## src/rtl/pid_motion_pkg.sv

```systemverilog
// Shared types and helpers for the PID line-follower controller: FSM states,
// A2D channel map, saturation helpers and the gain fixed-point shift.
package pid_motion_pkg;

   typedef enum logic [3:0] {
      IDLE,
      SETTLE,
      CONV_A,
      SHORT,
      CONV_B,
      ERR,
      INTG,
      MUL_P,
      MUL_I,
      MUL_D,
      SUM_R,
      SUM_L
   } state_t;

   localparam int GAIN_W     = 16;
   localparam int GAIN_SHIFT = 12;

   // Board wiring: A-side and B-side A2D channels for each sensor pair.
   function automatic logic [2:0] chnl_map(input logic [7:0] pair, input logic side_b);
      logic [2:0] ch;
      case (pair)
         8'd0:    ch = side_b ? 3'd0 : 3'd1;
         8'd1:    ch = side_b ? 3'd2 : 3'd4;
         8'd2:    ch = side_b ? 3'd7 : 3'd3;
         default: ch = side_b ? 3'd6 : 3'd5;
      endcase
      return ch;
   endfunction

   function automatic logic signed [31:0] sat_to(input logic signed [31:0] v, input int w);
      logic signed [31:0] hi;
      logic signed [31:0] lo;
      hi = (32'sd1 <<< (w - 1)) - 32'sd1;
      lo = -(32'sd1 <<< (w - 1));
      if (v > hi) return hi;
      else if (v < lo) return lo;
      else return v;
   endfunction

   function automatic logic signed [15:0] sat16(input logic signed [31:0] v);
      return 16'(sat_to(v, 16));
   endfunction

endpackage

```

## src/rtl/pid_motion_cntrl_sat_mac.sv

```systemverilog
// Shared signed multiply by a gain, arithmetic shift back to integer scale,
// and clamp to the 16-bit component range. Purely combinational.
module sat_mac
   import pid_motion_pkg::*;
#(
   parameter int A_W = 13
) (
   input  logic signed [A_W-1:0]    a,
   input  logic signed [GAIN_W-1:0] gain,
   output logic signed [GAIN_W-1:0] result
);

   localparam int P_W = A_W + GAIN_W;

   logic signed [P_W-1:0] prod;
   logic signed [P_W-1:0] scaled;

   assign prod   = P_W'(a) * P_W'(gain);
   assign scaled = prod >>> GAIN_SHIFT;
   assign result = sat16(32'(scaled));

endmodule

```

## src/rtl/pid_motion_cntrl.sv

```systemverilog
// PID line-follower: sequences IR sensor pairs through the shared A2D, forms a
// weighted error and drives saturated signed left/right motor commands.
module pid_motion_cntrl
   import pid_motion_pkg::*;
#(
   parameter int                 NUM_PAIRS  = 3,
   parameter int                 RES_W      = 12,
   parameter int                 OUT_W      = 11,
   parameter int                 SETTLE_CYC = 4096,
   parameter int                 SHORT_CYC  = 64,
   parameter int                 INT_DEC    = 4,
   parameter logic signed [15:0] P_GAIN     = 16'sh3680,
   parameter logic signed [15:0] I_GAIN     = 16'sh0500,
   parameter logic signed [15:0] D_GAIN     = 16'sh0000,
   parameter int                 FWD_MAX    = 'h700,
   parameter logic [7:0]         PWM_ON     = 8'h8C
) (
   input  logic                 clk,
   input  logic                 rst_n,
   input  logic                 go,
   input  logic                 cnv_cmplt,
   input  logic [RES_W-1:0]     A2D_res,
   output logic                 start_conv,
   output logic [2:0]           chnnl,
   output logic [NUM_PAIRS-1:0] IR_en,
   output logic [7:0]           LEDs,
   output logic [OUT_W-1:0]     lft,
   output logic [OUT_W-1:0]     rht,
   output logic                 loop_done
);

   localparam int ACC_W  = RES_W + NUM_PAIRS + 1;
   localparam int PAIR_W = (NUM_PAIRS > 1) ? $clog2(NUM_PAIRS) : 1;
   localparam int DEC_W  = (INT_DEC > 1) ? $clog2(INT_DEC) : 1;
   localparam int TMR_W  = $clog2((SETTLE_CYC > SHORT_CYC) ? SETTLE_CYC : SHORT_CYC) + 1;
   localparam int MAC_W  = RES_W + 1;

   state_t state, nxt_state;

   logic [TMR_W-1:0]        timer;
   logic [PAIR_W-1:0]       pair;
   logic signed [ACC_W-1:0] accum;
   logic signed [ACC_W-1:0] sample;
   logic signed [RES_W-1:0] error, prev_error, intgrl;
   logic signed [RES_W-1:0] lft_reg, rht_reg;
   logic [RES_W-1:0]        fwd;
   logic signed [RES_W:0]   fwd_s;
   logic [DEC_W-1:0]        dec_cnt;
   logic signed [15:0]      pcomp, icomp, dcomp;
   logic signed [MAC_W-1:0] mac_a;
   logic signed [15:0]      mac_g, mac_out;
   logic signed [31:0]      sum_r, sum_l;
   logic [7:0]              pwm_cnt;
   logic                    pwm;
   logic                    start_pulse, settle_done, short_done, last_pair;

   assign settle_done = (timer == TMR_W'(SETTLE_CYC - 1));
   assign short_done  = (timer == TMR_W'(SHORT_CYC - 1));
   assign last_pair   = (pair == PAIR_W'(NUM_PAIRS - 1));
   assign sample      = $signed(ACC_W'(A2D_res) << pair);
   assign fwd_s       = $signed({1'b0, fwd});
   assign sum_r       = 32'(fwd_s) - 32'(pcomp) - 32'(icomp) - 32'(dcomp);
   assign sum_l       = 32'(fwd_s) + 32'(pcomp) + 32'(icomp) + 32'(dcomp);

   assign LEDs  = error[RES_W-1 -: 8];
   assign lft   = lft_reg[RES_W-1 -: OUT_W];
   assign rht   = rht_reg[RES_W-1 -: OUT_W];
   assign IR_en = (pwm && state != IDLE) ? (NUM_PAIRS'(1) << pair) : '0;

   // Dropping go aborts from any state, so no conversion is started on the way out.
   always_comb begin
      nxt_state   = state;
      start_pulse = 1'b0;
      if (!go) begin
         nxt_state = IDLE;
      end else begin
         case (state)
            IDLE:   nxt_state = SETTLE;
            SETTLE: if (settle_done) begin
                       nxt_state   = CONV_A;
                       start_pulse = 1'b1;
                    end
            CONV_A: if (cnv_cmplt) nxt_state = SHORT;
            SHORT:  if (short_done) begin
                       nxt_state   = CONV_B;
                       start_pulse = 1'b1;
                    end
            CONV_B: if (cnv_cmplt) nxt_state = last_pair ? ERR : SETTLE;
            ERR:    nxt_state = INTG;
            INTG:   nxt_state = MUL_P;
            MUL_P:  nxt_state = MUL_I;
            MUL_I:  nxt_state = MUL_D;
            MUL_D:  nxt_state = SUM_R;
            SUM_R:  nxt_state = SUM_L;
            SUM_L:  nxt_state = SETTLE;
            default: nxt_state = IDLE;
         endcase
      end
   end

   always_comb begin
      mac_a = '0;
      mac_g = '0;
      case (state)
         MUL_P: begin
            mac_a = MAC_W'(error);
            mac_g = P_GAIN;
         end
         MUL_I: begin
            mac_a = MAC_W'(intgrl);
            mac_g = I_GAIN;
         end
         MUL_D: begin
            mac_a = MAC_W'(error) - MAC_W'(prev_error);
            mac_g = D_GAIN;
         end
         default: ;
      endcase
   end

   sat_mac #(.A_W(MAC_W)) u_mac (
      .a      (mac_a),
      .gain   (mac_g),
      .result (mac_out)
   );

   always_ff @(posedge clk) begin
      if (!rst_n) begin
         state      <= IDLE;
         timer      <= '0;
         pair       <= '0;
         accum      <= '0;
         error      <= '0;
         prev_error <= '0;
         intgrl     <= '0;
         fwd        <= '0;
         dec_cnt    <= '0;
         pcomp      <= '0;
         icomp      <= '0;
         dcomp      <= '0;
         lft_reg    <= '0;
         rht_reg    <= '0;
         start_conv <= 1'b0;
         chnnl      <= '0;
         loop_done  <= 1'b0;
      end else begin
         state      <= nxt_state;
         timer      <= (nxt_state == state && (state == SETTLE || state == SHORT)) ?
                       timer + TMR_W'(1) : '0;
         start_conv <= start_pulse;
         loop_done  <= 1'b0;
         if (start_pulse) chnnl <= chnl_map(8'(pair), state == SHORT);
         if (!go) begin
            fwd     <= '0;
            lft_reg <= '0;
            rht_reg <= '0;
            accum   <= '0;
            pair    <= '0;
         end else begin
            case (state)
               IDLE: begin
                  accum <= '0;
                  pair  <= '0;
               end
               CONV_A: if (cnv_cmplt) accum <= accum + sample;
               CONV_B: if (cnv_cmplt) begin
                  accum <= accum - sample;
                  if (!last_pair) pair <= pair + PAIR_W'(1);
               end
               ERR: begin
                  prev_error <= error;
                  error      <= RES_W'(sat_to(32'(accum), RES_W));
               end
               // Integrator is decimated so I_GAIN stays usable at the full loop rate.
               INTG: begin
                  if (dec_cnt == DEC_W'(INT_DEC - 1)) begin
                     dec_cnt <= '0;
                     intgrl  <= RES_W'(sat_to(32'(intgrl) + 32'(error >>> 4), RES_W));
                  end else begin
                     dec_cnt <= dec_cnt + DEC_W'(1);
                  end
               end
               MUL_P: pcomp <= mac_out;
               MUL_I: icomp <= mac_out;
               MUL_D: dcomp <= mac_out;
               SUM_R: rht_reg <= RES_W'(sat_to(sum_r, RES_W));
               SUM_L: begin
                  lft_reg   <= RES_W'(sat_to(sum_l, RES_W));
                  loop_done <= 1'b1;
                  if (fwd < RES_W'(FWD_MAX)) fwd <= fwd + RES_W'(1);
                  pair  <= '0;
                  accum <= '0;
               end
               default: ;
            endcase
         end
      end
   end

   // Emitter PWM runs freely; a new period only starts while go is high.
   always_ff @(posedge clk) begin
      if (!rst_n) begin
         pwm_cnt <= '0;
         pwm     <= 1'b0;
      end else begin
         pwm_cnt <= pwm_cnt + 8'd1;
         if (pwm_cnt == 8'hFF && go) pwm <= 1'b1;
         else if (pwm_cnt == PWM_ON) pwm <= 1'b0;
      end
   end

endmodule

```

## config.mk

```make
export PLATFORM = sky130hd
export DESIGN_NAME = pid_motion_cntrl
export DESIGN_NICKNAME = d
export VERILOG_FILES = /design/src/rtl/pid_motion_pkg.sv /design/src/rtl/pid_motion_cntrl_sat_mac.sv /design/src/rtl/pid_motion_cntrl.sv
export SDC_FILE = /design/constraint.sdc
export NUM_CORES = 1
export LEC_CHECK = 0
export ABC_AREA = 1
export BUFFER_PORTS_ARGS = -buffer_cell sky130_fd_sc_hd__buf_2
export CORE_ASPECT_RATIO = 1.5
export CORE_MARGIN = 3
export CORE_UTILIZATION = 35
export CTS_BUF_LIST = sky130_fd_sc_hd__clkbuf_4
export DETAILED_ROUTE_END_ITERATION = 16
export GPL_TIMING_DRIVEN = 0
export HOLD_SLACK_MARGIN = 0.05
export MAX_ROUTING_LAYER = met4
export PLACE_DENSITY = 0.63
export REMOVE_ABC_BUFFERS = 1
export SKIP_CTS_REPAIR_TIMING = 1
export SLEW_MARGIN = 25
export SYNTH_ARGS = -nofsm -noshare
export SYNTH_HDL_FRONTEND = slang
export SYNTH_SLANG_ARGS = --single-unit
```

## constraint.sdc

```tcl
create_clock -name clk -period 6.7 [get_ports clk]
set_clock_uncertainty 0.15 [all_clocks]
set_input_delay 1.34 -clock clk [delete_from_list [all_inputs] [get_ports clk]]
set_output_delay 1.34 -clock clk [all_outputs]
set_load 0.02 [all_outputs]
```

* Word level (Yosys, flattened, before mapping) *
Cells that the tools add are included.

operators by class
  equal/unequal tests = 22
  reductions and logical operators = 22
  magnitude comparators = 11
  add/subtract/negate cells = 15
  multiplexer cells = 39
  shifts and indexed selects = 2
  multiply operators = 1

operator list
  cell                    number
  $mux W12                8
  $mux W16                4
  $pmux W16 S3            1
  $pmux W4 S11            1
  $pmux W13 S3            1
  $gt A19 B12 Y1 const B  2
  $lt A19 B12 Y1 const B  2
  $mul A13 B15 Y28        1
  $pmux W14 S2            1
  $mux W4                 5
  $add A18 B16 Y19        1
  $sub A18 B16 Y19        1
  $add A17 B16 Y18        1
  $sub A17 B16 Y18        1
  $add A13 B16 Y17        1
  $sub A13 B16 Y17        1
  $add A16 B16 Y16        1
  $eq A4 B3 Y1 const B    4
  $eq A4 B4 Y1 const B    4
  $eq A8 B8 Y1 const B    2
  $gt A16 B12 Y1 const B  1
  $gt A16 B16 Y1 const B  1
  $lt A16 B12 Y1 const B  1
  $lt A16 B16 Y1 const B  1
  36 further kinds        65

storage, ports and cells
  logic and storage cells = 131
  register bits after elaboration = 171

* Depth between registers and ports, before layout *
Gate-level depths: netlist (run 1).

  depth after elaboration = 8
  gate-level depth with buffers = 34

* By module *
From an unflattened synthesis (run 1), not the netlist that was laid out.

unflattened totals
  cells, all modules = 2990
  area, all modules = 21175.3 µm²

by module, submodules not included
  module            area each (µm²)  times used  cells an instance  sequential area each (µm²)
  pid_motion_cntrl  12909.9          1           1855               3383.2
  sat_mac           8265.4           1           1135               0.0

* Least setup slack after synthesis (run 1) *
OpenSTA, ideal clock, no wires.

  path kind = register to register
  start point = reg error[0]
  end point = reg pcomp[13]
  buffers on the path = 0
  library setup time = 0.109 ns
  setup slack = 0.398 ns
  clock period less this slack = 6.302 ns
  cell stages (with the launch flop) = 31
  data arrival time = 6.043 ns
  cells stage by stage = dfxtp_1 inv_1 ha_1 fa_1 o21ai_0 nand3_1 nand4_1 nand3_1 nand2_1 inv_1 fa_1 fa_1 inv_1 fa_1 fa_1 fa_1 ha_1 ha_1 nand2_1 nor3_1 nand2_1 o211ai_1 nand2_1 nand2_1 nand2_1 nand2_1 nand3_1 nand3_1 nand3_1 nand2_1 inv_1

between the ends
  word-level cells in the longest chain between the ends = 6
  elaborated cells on any way between the ends = 7

ends and longest elaborated chain
  item                    RTL line                        RTL
  from (decl)             pid_motion_cntrl.sv:44          logic signed [RES_W-1:0] error, prev_error, intgrl;
  from (signal assigned)  pid_motion_cntrl.sv:172         error <= RES_W'(sat_to(32'(accum), RES_W));
  $sub A12 B12 Y13        pid_motion_cntrl.sv:114         mac_a = MAC_W'(error) - MAC_W'(prev_error);
  $pmux W13 S3 *          pid_motion_cntrl.sv:104         case (state)
  $mul A13 B15 Y28 *      pid_motion_cntrl_sat_mac.sv:18  assign prod = P_W'(a) * P_W'(gain);
  $lt A16 B16 Y1          pid_motion_pkg.sv:41            else if (v < lo) return lo;
  $mux W16                pid_motion_pkg.sv:41
  $mux W16 *              pid_motion_pkg.sv:40            if (v > hi) return hi;
  to (signal assigned)    pid_motion_cntrl.sv:183         MUL_P: pcomp <= mac_out;
  to (decl)               pid_motion_cntrl.sv:49          logic signed [15:0] pcomp, icomp, dcomp;

Every way passes the cells marked *; elsewhere a longest branch is shown, timed or not.
A chain may end at the register's enable or synchronous reset.

* Final worst setup path (run 1) *
  start point = reg error[0]
  end point = reg pcomp[12]

Same word-level chain as after synthesis.

==> results of run 1 <==
## kinds of logic (layout without fill, tap and decap cells)
kind of cell / Yosys count / count (layout) / synth area share, %
compound gates: 403 / 403 / 13.8
xor+xnor: 56 / 56 / 3.08
fa+ha+maj: 291 / 291 / 28.0
buf+inv: 480 / 521 / 11.8
flops: 169 / 169 / 21.2
other cells: 1 / 2 / 0.0235
simple gates: 823 / 823 / 22.1
## final cells by class
| class | count | area (sq um) | share of cell area (%) |
|---|---|---|---|
| antenna | 1 | 2.50 | 0.0146 |
| sequential | 169 | 3390 | 19.8 |
| tap | 582 | 728 | 4.25 |
| timing repair buffer | 66 | 365 | 2.13 |
| inverter | 423 | 1600 | 9.31 |
| clock buffer | 18 | 135 | 0.789 |
| clock inverter | 14 | 97.6 | 0.570 |
| multi-input combinational | 1574 | 10800 | 63.2 |
## worst max-delay path, delay by kind of cell, from the launching register on
family | cells | cell delay [ns]
AOI/OAI and AO/OA | 2 | 0.28
buffers and inverters | 6 | 0.39
and+or+nand+nor | 12 | 1.33
adders and majority gates | 9 | 3.58
xor gates and xnor gates | 1 | 0.18
DFF | 1 | 0.36
## stage by stage
| stage | hold slack (ns) | cell area, sq um | total power, W | setup TNS [ns] |
|---|---|---|---|---|
| after floorplan | 0.268 | 15600 | 0.00112 | 0 |
| after global placement | 0.277 | 16600 | 0.00116 | -20.78 |
| after detailed placement | 0.297 | 16700 | 0.00116 | -21.82 |
| after CTS | 0.323 | 16900 | 0.00171 | -22.51 |
| after global routing | 0.344 | 17100 | 0.00177 | -0.0134 |
| final | 0.317 | 17100 | 0.00169 | 0 |
## Yosys cell counts, drive strengths merged, types with 15 or more instances
library cell  number
a21oi            205
nor2             156
xnor2             15
nand3            126
nor3              25
dfxtp            169
nand2            462
ha               182
buf               23
inv              423
clkbuf            34
fa               109
o21ai            146
xor2              41
nand4             29
## layer usage
| layer | wire length (um) | track usage, % | vias up | share of wire, % |
|---|---|---|---|---|
| met5 | 0 | - | - | 0 |
| met3 | 1030 | 2.17 | 91 | 2.6 |
| met4 | 1660 | 7.99 | 0 | 4.1 |
| li1 | - | - | 7145 | - |
| met2 | 22400 | 34.0 | 241 | 55 |
| met1 | 15300 | 16.6 | 6614 | 38 |
## worst min path at each step
stage	endpoint	slack [ns]
floorplan	timer[0]$_SDFF_PN0_	0.27
global placement	timer[0]$_SDFF_PN0_	0.28
detailed placement	timer[0]$_SDFF_PN0_	0.30
CTS	prev_error[3]$_SDFFE_PN0P_	0.32
global route	rht_reg[11]$_SDFFE_PN0P_	0.34
finish	prev_error[10]$_SDFFE_PN0P_	0.32
## power groups by stage
stage          registers, W  clock network [W]  logic (W)
5_1_grt             0.00101           0.000611   0.000143
3_3_place_gp        0.00103                  0   0.000121
3_5_place_dp        0.00103                  0   0.000124
4_1_cts             0.00101           0.000574   0.000125
2_1_floorplan       0.00103                  0  0.0000851
6_report            0.00101           0.000549   0.000124
==> results by stage, run 1 <==
Drt:
- The average wire per cell in the routed design is 14.2 um.
- Summing over every cut layer, the via total after detailed routing is 14100.
- The post-detailed-routing wire length is 40400 um.
- In this run, the number of DRC markers left after iteration 0 of detailed routing was 649.
- Using the TritonRoute via totals, the vias-per-cell ratio works out to 4.95.
- Before antenna repair, the detailed router went through 5 iterations.
- The count of nets left with antenna violations after detail routing is 0.
- In the routed design, unresolved DRC markers number 0.

Placed design:
- The congestion estimate from routability-driven global placement came to 0.895.
- The pre-CTS worst setup slack is -1.05 ns.
- Detailed placement ended at an HPWL of 33200 um.
- In this run the tool buffered the top-level ports with 53 buffer cells.
- The number of placed instances, taps included is 2801.

Run status:
- The flow ran to the end, and the final reports show no timing, DRC or antenna violations.

Logic synthesis:
- Counting flops with a built-in enable in the synthesized netlist gives 0.
- The count of mapped cells out of synthesis is 2223.
- In this run the biggest area consumer among cell types represents 21.2% of the synthesized area.
- The most instantiated flip-flop cell in the synthesis netlist is sky130_fd_sc_hd__dfxtp_1.
- The average cell area after synthesis is 7.17 sq um.
- By area the synthesized netlist is led by sky130_fd_sc_hd__dfxtp_1 21%, sky130_fd_sc_hd__ha_1 14%, sky130_fd_sc_hd__fa_1 14%.
- The number of storage elements in the synthesis netlist is 169.
- The share of async-settable or async-resettable flops after synthesis is 0%.
- In this run the cell area of the synthesized design comes to 15900 sq um.
- The share of the Yosys chip area taken by registers is 21.2%.
- The synthesis warning total is 0.
- The count of distinct cell types in the synthesized netlist is 50.
- Summed over all instances, the cell type with the most area after synthesis is sky130_fd_sc_hd__dfxtp_1.

STA:
- The worst pin sits at a relative slew slack of 31.2%.
- The smallest clock period supported by the final layout is computed as 6.42 ns.
- The slew at the pin closest to its max-slew limit is 1.03 ns.
- The fmax is 156 MHz.
- The total count of max-transition violations in the final report is 0.
- The worst-case setup margin in the final layout is 0.277 ns.
- The final period utilization is 95.9%.
- Setup violations remaining at the end of the flow were counted as 0.
- The hold violation total from the final report came to 0.

Clocking:
- The buffer depth of the longest clock path is 2.
- Clock-pin slew was measured on the worst setup and hold paths at 0.14 ns.
- The clock insertion delay at the later pin of the skew report is 0.64 ns.
- Counting every sink on the clock net gives 169.
- The CTS root buffer is sky130_fd_sc_hd__clkbuf_4.
- TritonCTS built the clock tree.
- The number of H-tree levels is 4.
- The total clock buffers created by CTS is 17.

Worst setup path:
- The most critical setup path has its startpoint at error[0]$_SDFFE_PN0P_.
- The worst register-to-register path begins at error[0]$_SDFFE_PN0P_.
- The terminus of the critical flop-to-flop path is pcomp[12]$_SDFFE_PN0P_.
- The last element of the critical path is pcomp[12]$_SDFFE_PN0P_.
- STA classifies the critical path endpoint as a flip-flop.
- Of all nets on the critical path, the largest fanout is 8.
- The slowest library cell on the worst path is sky130_fd_sc_hd__fa_1.
- The delay contributed by the slowest stage of the critical path is 0.54 ns.
- The most repeated library cell on the critical path is sky130_fd_sc_hd__inv_1.
- The worst-case register-to-register setup slack is 0.28 ns.
- Measured in cells, the most critical reg-to-reg path has a length of 30.
- The critical path is of the reg -> reg type.
- STA puts the critical path data arrival time at 6.76 ns.
- The worst setup path is launched from a flip-flop.
- The required time of the worst setup path is 7.04 ns.

Global route:
- Summed over all layers, the global routing overflow is 0.
- For this run, the total global-route usage over all layers was measured as 17.3%.
- The first global-routing pass estimated 66600 um of wire.
- The pin count of the biggest net entering global routing is 67.
- The initial antenna violation count is 2.
- The via count of the first global-routing pass is 14200.

Layout:
- The final layout net count is 2558.
- In the final layout, the share of cells above drive strength 1 is 7.73%.
- Relative to the synthesized area, the layout overhead comes to 7.43%.
- In the layout the commonest cells are 448 x sky130_fd_sc_hd__nand2_1, 412 x sky130_fd_sc_hd__inv_1, 195 x sky130_fd_sc_hd__a21oi_1, 178 x sky130_fd_sc_hd__ha_1, 167 x sky130_fd_sc_hd__dfxtp_1.
- The share of the core filled with cells in the final layout is 38.1%.
- The count of non-filler cells in the finished layout is 2847.
- After filler insertion, the fill cell instance count of the layout stands at 4758.
- Leaving out fill and tap cells, the most frequent cell in the layout is sky130_fd_sc_hd__nand2_1.

Pwr:
- The clock network burns 32.6% of the power.
- The share of total power consumed by net switching is 28.9%.
- Per report_power, the combinational group accounts for 7.3% of the total.
- The peak supply drop is 0.0000848 V.
- The leakage power is 8.51 nW.
- The power per unit of standard cell area is 98.4 nW/um^2.
- The register share of total power is 60.1%.
- Summed over all nets, the switching power comes to 0.000488 W.
- The design internal power is 0.00120 W.

Min path:
- The path class of the tightest hold or removal check is reg -> reg.
- The worst hold path stage count is 2.
- The worst hold path begins at prev_error[10]$_SDFFE_PN0P_.

Floorplanning:
- The core region is 44900 sq um.
- Measured along the x axis, the die boundary spans 180 um.
- The floorplan step defined a die boundary enclosing 48200 sq um.
- The height of the die is 267 um.
- During I/O placement, the number of pins put on the boundary was 54.
- The initial core utilization is 35.5%.
- In this run the core area contains 95 standard-cell rows.

Flow run:
- The number of maximum-capacitance constraint violations is 0.
Power figures use the tool's default switching activity.
==> run 2: changes to the inputs <==
ABC_AREA = default   (was 1)
==> run 2 against run 1 <==
Clock power is 15% higher. First-iteration DRC count grew 1.5%. Sequential cell count is the same. The run now ends with negative setup slack left. Highest routed layer unchanged. Total power rose by 1.7%. Non-clock buffer count grew 2. Critical path type unchanged. Global-route usage is 1.1 points lower. Die area shrank 5.8%. Cell count fell by 16%.
==> results by stage, run 2 <==
Global route:
- The via count of the first global-routing pass was 12300 (-14%).
- The pin count of the biggest net entering global routing is 82 (+22%).
- The initial antenna violation count is 1 (-1).
- The global-route usage over all layers was 16.2% (-1.1 points).
- The first-pass GRT wire length is 58700 um (-12%).
- The remaining global-route overflow is 0 (unchanged).

Logic synthesis:
- The cell type with the largest total area after synthesis is sky130_fd_sc_hd__dfxtp_1.
- Ranked by total cell area, the synthesized netlist is headed by sky130_fd_sc_hd__dfxtp_1 23%, sky130_fd_sc_hd__ha_1 15%, sky130_fd_sc_hd__fa_1 15%.
- The share of async-settable or async-resettable flops after synthesis was 0% (unchanged).
- The sequential share of the synthesized area was 22.6% (+1.3 points).
- After synthesis, the most frequently instantiated cells are 218 x sky130_fd_sc_hd__inv_1, 182 x sky130_fd_sc_hd__ha_1, 178 x sky130_fd_sc_hd__nand2_1, 169 x sky130_fd_sc_hd__dfxtp_1, 144 x sky130_fd_sc_hd__a21oi_1.
- The top cell type's share of synthesized area is 22.6% (+1.3 points).
- The number of storage elements in the synthesis netlist is 169 (unchanged).
- The mapped cell area is 15000 sq um (-5.9%).
- The most instantiated flip-flop cell in the synthesis netlist is sky130_fd_sc_hd__dfxtp_1.
- The synthesis warning total is 0 (unchanged).
- The number of synthesized flops with an enable pin is 0 (unchanged).
- The count of mapped cells out of synthesis is 1807 (-19%).
- The average cell area after synthesis is 8.30 sq um (+16%).
- The count of distinct cell types in the synthesized netlist is 73 (+46%).
- The dominant cell by count in the synthesized netlist is sky130_fd_sc_hd__inv_1.

Floorplanning:
- The height of the die is 260 um (-2.9%).
- The standard-cell row count is 92 (-3.2%).
- The die extent in x is 175 um (-2.9%).
- The number of ports placed on the die boundary was 54 (unchanged).
- The overall die area is 45400 sq um (-5.8%).
- The initial core utilization is 35.6% (+0.12 points).
- The core box area came to 42100 sq um (-6.2%).

Clocking:
- The post-CTS clock slew at the launch and capture registers of the worst setup and hold paths was 0.18 ns (+0.04 ns).
- The sink count of the clock tree is 169 (unchanged).
- The total clock buffers created by CTS is 17 (unchanged).
- The clock tree from TritonCTS is built.
- The root buffer cell chosen for the clock tree is sky130_fd_sc_hd__clkbuf_4.
- The buffer depth of the longest clock path came to 2 (unchanged).
- The number of H-tree levels is 4 (unchanged).
- The clock insertion delay at the later pin of the skew report came to 0.63 ns (about the same).

Worst setup path:
- The delay contributed by the slowest stage of the critical path came to 0.52 ns (-0.02 ns).
- The worst setup path is captured at a flip-flop.
- The required time of the worst setup path is 7.03 ns (about the same).
- The worst-path maximum fanout is 5 (-3).
- The largest individual stage delay along the critical path comes from the cell sky130_fd_sc_hd__fa_1.
- The critical path is of the reg -> reg type.
- The startpoint of the worst-slack reg-to-reg timing path is error[0]$_SDFFE_PN0P_.
- The first element of the critical path is error[0]$_SDFFE_PN0P_.
- The data arrival time of the critical path is 7.27 ns (+0.51 ns).
- The worst setup path is launched from a flip-flop.

STA:
- The total negative setup slack is -1.22 ns (-1.22 ns).
- The worst-case setup margin in the final layout is -0.232 ns (-0.509 ns).
- The final period utilization is 103% (+7.6 points).
- The fmax is 144 MHz (-7.3%).
- The total count of max-transition violations in the final report is 0 (unchanged).
- The count of endpoints failing setup in the final report was 9 (+9).
- The max-slew headroom at the worst pin is 29.9% (-1.4 points).
- The hold violation total from the final report was 0 (unchanged).
- Setup repair after global routing could not meet its margin everywhere.
- The final period demand of the worst path is 6.93 ns (+0.509 ns).
- The slew at the pin closest to its max-slew limit is 1.04 ns (+0.0108 ns).
- The worst hold-check slack is 0.316 ns (-0.000388 ns).

Drt:
- The count of nets left with antenna violations after detail routing was 0 (unchanged).
- The detailed router's first-iteration violation count came to 659 (+1.5%).
- The detail-routed via count per cell is 5.16 (+4.3%).
- The post-detailed-routing wire length came to 36300 um (-10%).
- The detailed-route DRC error count is 0 (unchanged).
- The average wire per cell in the routed design is 15.1 um (+6.3%).
- The number of iterations in the first detailed-routing pass is 8 (+3).
- The vias after detailed routing is 12400 (-12%).

Run status:
- The final reports fail on negative setup slack.
- The run finished, with violations left.

Placed design:
- The pre-CTS worst setup slack came to -1.62 ns (-0.572 ns).
- The estimated wirelength of the detail-placed design is 29000 um (-13%).
- The final estimated routing congestion in global placement is 0.898 (+0.36%).
- The quantity of I/O buffers inserted on ports came to 53 (unchanged).
- The total cell area at the placement stage is 15700 sq um (-5.5%).

Layout:
- The final layout net count is 2133 (-17%).
- The number of fill cells is 4337 (-8.8%).
- The area of all placed cells without fillers is 16600 sq um (-3.3%).
- The area growth from synthesis to layout is 10.5%.
- The ratio of cells with drive above 1 in the final layout was 10.5% (+2.8 points).
- Leaving out fill and tap cells, the most frequent cells in the layout are 212 x sky130_fd_sc_hd__inv_1, 175 x sky130_fd_sc_hd__nand2_1, 165 x sky130_fd_sc_hd__dfxtp_1, 162 x sky130_fd_sc_hd__ha_1, 138 x sky130_fd_sc_hd__nor2_1.
- The library cell used most frequently in the layout, excluding fill and tap cells, is sky130_fd_sc_hd__inv_1.

Pwr:
- The power per unit of standard cell area came to 104 nW/um^2 (+5.2%).
- The peak supply drop is 0.0000803 V (-5.4%).
- The total power is 0.00171 W (+1.7%).
- The leakage power was 7.23 nW (-15%).

Min path:
- The worst hold path begins at prev_error[8]$_SDFFE_PN0P_.
- In this run the worst hold path is classified as reg -> reg.

Flow run:
- The number of maximum-capacitance constraint violations is 0 (unchanged).
[run 2: changes by cell type after synthesis, sizes merged, moves of 16 or more]
cell,delta
a211oi,+17
clkbuf,+22
mux2i,+16
and2,+18
o21ai,-44
xnor2,+28
nand2,-284
inv,-201
a21oi,-61
o22ai,+20
nand2b,+18
nand3,-67
nand4,-17
[run 2: cell families (layout without fill, tap and decap cells)]
kind of cell	count (synthesis)	count (layout)	synth area share, %
simple gates	538	538	16.5
compound gates	411	411	16.8
fa+ha+maj	291	291	29.7
buf+inv	290	322	7.52
flops	169	169	22.6
xor+xnor	78	78	4.55
mux	29	29	2.34
other cells	1	2	0.0250
[run 2: layer usage]
metal | global-route usage [%] | part of all wire, %
met5 | - | 0
met4 | 6.41 | 3.5
met3 | 2.40 | 3.2
met2 | 30.6 | 55
met1 | 16.7 | 39
[run 2: worst max-delay path, delay by kind of cell, from the launching register on]
kind,cells,cell delay [ns]
xor gates and xnor gates,1,0.27
AOI/OAI and AO/OA,11,1.81
and+or+nand+nor,3,0.39
buffers and inverters,7,0.59
adders and majority gates,9,3.21
DFF,1,0.39
[run 2: layout make-up]
| cell class | count | area, sq um | share of cell area [%] |
|---|---|---|---|
| clock inverter | 15 | 169 | 1.02 |
| multi-input combinational | 1348 | 10900 | 66.0 |
| clock buffer | 17 | 128 | 0.770 |
| antenna | 1 | 2.50 | 0.0151 |
| tap | 564 | 706 | 4.26 |
| inverter | 222 | 840 | 5.07 |
| sequential | 169 | 3390 | 20.5 |
| timing repair buffer | 68 | 405 | 2.45 |
[run 2: per-stage QoR]
step	utilization, %	instances
final	39.3	2404
after global routing	39.3	2404
after CTS	38.1	2390
after detailed placement	37.4	2358
after global placement	37.2	2356
after floorplan	-	1739
[run 2: path summary, 6_finish.rpt]
path         slack (ns)                         end  depth (start not counted)
max               -0.23      pcomp[15]$_SDFFE_PN0P_                         31
min                0.32  prev_error[8]$_SDFFE_PN0P_                          2
max reg2reg       -0.23      pcomp[15]$_SDFFE_PN0P_                         31
min reg2reg        0.32  prev_error[8]$_SDFFE_PN0P_                          2
[run 2: power by group]
group	switching, W	total [W]	internal, W	leakage, nW
clock	0.000454	0.000631	0.000177	0.162
sequential	0.00000387	0.00101	0.00101	1.36
combinational	0.0000469	0.0000718	0.0000249	5.70
total	0.000505	0.00171	0.00121	7.23
==> run 3: changes to the inputs <==
CELL_PAD_IN_SITES_DETAIL_PLACEMENT = 2   (was default)
CELL_PAD_IN_SITES_GLOBAL_PLACEMENT = 2   (was default)
CORE_UTILIZATION = 36   (was 35)
PLACE_DENSITY = 0.9   (was 0.63)
==> run 3 against run 2 <==
The flow still finishes with violations (negative setup slack). Die area is 2.7% lower. Non-clock buffer count is 8 higher. Highest routed layer unchanged. Clock power is 5.5% higher. Register-to-register slack worse by 0.76 ns. First-iteration DRC count is 14% higher.
==> results by stage, run 3 (synthesized netlist as in run 2, its figures left out) <==
Global route:
- The remaining global-route overflow was 0 (unchanged).
- The initial antenna violation count is 1 (unchanged).
- The first-pass GRT wire length was 85200 um (+45%).
- The via count of the first global-routing pass was 15800 (+29%).
- The pin count of the biggest net entering global routing is 82 (unchanged).
- The global-route usage over all layers was 24.9% (+8.7 points).

Clocking:
- The CTS root buffer is sky130_fd_sc_hd__clkbuf_4.
- The total clock buffers created by CTS is 17 (unchanged).
- The number of H-tree levels is 4 (unchanged).
- The clock tree from TritonCTS is built.
- The post-CTS clock slew at the launch and capture registers of the worst setup and hold paths is 0.17 ns (about the same).
- The buffer depth of the longest clock path is 2 (unchanged).
- The sink count of the clock tree is 169 (unchanged).
- The clock insertion delay at the later pin of the skew report is 0.72 ns (+0.09 ns).

Worst setup path:
- The slowest library cell on the worst path is sky130_fd_sc_hd__fa_1.
- The worst setup path is launched from a flip-flop.
- The data arrival time of the critical path is 8.14 ns (+0.87 ns).
- The type of the worst setup path is reg -> reg.
- Grouping stages by cell kind, the critical path spends the most delay in adder cells.
- The delay contributed by the slowest stage of the critical path came to 0.65 ns (+0.13 ns).
- The number of buffers and inverters on the critical path is 6 (-1).
- The nature of the critical path endpoint is a flip-flop.
- The required time of the worst setup path is 7.15 ns (+0.12 ns).
- The worst-path maximum fanout is 5 (unchanged).

Floorplanning:
- The die extent in x is 173 um (-1.4%).
- The initial core utilization is 36.5% (+0.89 points).
- The number of ports placed on the die boundary was 54 (unchanged).
- The overall die area is 44200 sq um (-2.7%).
- The core box area was 41100 sq um (-2.4%).
- The standard-cell row count is 91 (-1.1%).
- The height of the die is 256 um (-1.4%).

STA:
- The final period utilization is 115% (+11 points).
- The total negative setup slack was -19.16 ns (-17.94 ns).
- Setup repair after global routing could not meet its margin everywhere.
- The worst-case setup margin in the final layout is -0.989 ns (-0.757 ns).
- The max-slew headroom at the worst pin is 29.1% (-0.78 points).
- The hold violation total from the final report was 0 (unchanged).
- The fmax is 130 MHz (-9.8%).
- The final period demand of the worst path is 7.69 ns (+0.757 ns).
- The slew at the pin closest to its max-slew limit is 1.06 ns (+0.0205 ns).
- The count of endpoints failing setup in the final report is 35 (+26).
- The total count of max-transition violations in the final report is 0 (unchanged).

Run status:
- The flow ran to the end, but the final reports show violations.
- The checks that failed: negative setup slack.

Placed design:
- The final estimated routing congestion in global placement is 0.853 (-5.0%).
- The estimated wirelength of the detail-placed design is 44100 um (+52%).
- The quantity of I/O buffers inserted on ports is 53 (unchanged).
- The total cell area at the placement stage came to 15700 sq um (about the same).
- The number of placed instances, taps included is 2354 (-0.17%).

Layout:
- The most common cell after layout, fill and taps aside is sky130_fd_sc_hd__inv_1.
- The final layout net count is 2141 (+0.38%).
- The share of the core filled with cells in the final layout was 40.6% (+1.3 points).
- The ratio of cells with drive above 1 in the final layout is 11.9% (+1.3 points).
- The area of all placed cells without fillers came to 16700 sq um (+0.68%).
- The count of non-filler cells in the finished layout came to 2407 (+0.12%).
- The number of fill cells is 4601 (+6.1%).
- The top cell types in the final layout, fill and taps aside, are 211 x sky130_fd_sc_hd__inv_1, 175 x sky130_fd_sc_hd__nand2_1, 166 x sky130_fd_sc_hd__ha_1, 160 x sky130_fd_sc_hd__dfxtp_1, 136 x sky130_fd_sc_hd__nor2_1.
- The layout overhead on the synthesized area is 11.2%.

Pwr:
- The design internal power is 0.00123 W (+2.0%).
- The switching power summed over all nets was 0.000532 W (+5.3%).
- The logic gate share of total power is 5.0% (+0.8 points).
- The total power is 0.00177 W (+2.9%).
- The register share of total power is 57.3% (-1.7 points).
- The power per unit of standard cell area is 106 nW/um^2 (+2.3%).
- The leakage power is 7.30 nW (+1.0%).
- The proportion of power drawn by the clock network is 37.7% (+0.9 points).
- The share of total power consumed by net switching was 30.1% (+0.68 points).
- The peak supply drop is 0.0000786 V (-2.1%).

Flow run:
- The number of maximum-capacitance constraint violations was 0 (unchanged).

Drt:
- The detail-routed via count per cell was 5.97 (+16%).
- The count of nets left with antenna violations after detail routing is 0 (unchanged).
- The detailed router's first-iteration violation count is 749 (+14%).
- The detailed-route DRC error count is 0 (unchanged).
- The vias after detailed routing came to 14400 (+16%).
- The post-detailed-routing wire length came to 66700 um (+84%).
- The average wire per cell in the routed design was 27.7 um (+84%).
- The number of iterations in the first detailed-routing pass is 5 (-3).

Min path:
- The worst hold path belongs to the class reg -> reg.
run 3: worst min-delay path, cell delays in order, from the launching register on:
cell and delay, ns:
sky130_fd_sc_hd__dfxtp_1 0.34, sky130_fd_sc_hd__nand2_1 0.05, sky130_fd_sc_hd__a21oi_1 0.05
run 3: routing by layer:
layer | part of all wire (%) | up-vias | wire, um | track usage [%]
met1 | 32 | 7276 | 21700 | 22.0
met5 | 0 | - | 0 | -
li1 | - | 6182 | - | -
met3 | 3.3 | 372 | 2220 | 2.52
met4 | 10 | 0 | 6710 | 15.5
met2 | 54 | 544 | 36100 | 49.7
run 3: layout make-up:
class / instances / area (sq um) / share of cell area, %
Multi-Input combinational cell: 1348 / 11000 / 66.0
Sequential cell: 169 / 3400 / 20.4
Inverter: 222 / 842 / 5.05
Tap cell: 558 / 698 / 4.19
Timing Repair Buffer: 76 / 462 / 2.77
Clock inverter: 14 / 139 / 0.833
Clock buffer: 18 / 135 / 0.810
Antenna cell: 2 / 5.00 / 0.0300
run 3: power by group through the flow:
stage | registers (W) | clock network, W | logic [W]
3_5_place_dp | 0.00103 | 0 | 0.0000810
4_1_cts | 0.00101 | 0.000657 | 0.0000817
5_1_grt | 0.00101 | 0.000712 | 0.0000940
6_report | 0.00101 | 0.000666 | 0.0000875
3_3_place_gp | 0.00103 | 0 | 0.0000702
2_1_floorplan | 0.00103 | 0 | 0.0000438
run 3: path summary, 6_finish.rpt:
check	start	slack [ns]	endpoint	depth (start not counted)
worst max-delay path	error[0]$_SDFFE_PN0P_	-0.99	icomp[14]$_SDFFE_PN0P_	29
worst min-delay path	prev_error[7]$_SDFFE_PN0P_	0.32	prev_error[7]$_SDFFE_PN0P_	2
worst max register to register	error[0]$_SDFFE_PN0P_	-0.99	icomp[14]$_SDFFE_PN0P_	29
worst min register to register	prev_error[7]$_SDFFE_PN0P_	0.32	prev_error[7]$_SDFFE_PN0P_	2
run 3: stage by stage:
stage               worst slack [ns]  hold slack, ns
global placement               -2.07           0.291
floorplan                     -0.506           0.276
global route                   -1.13           0.359
detailed placement             -2.14           0.308
finish                        -0.989           0.323
CTS                            -2.19           0.326
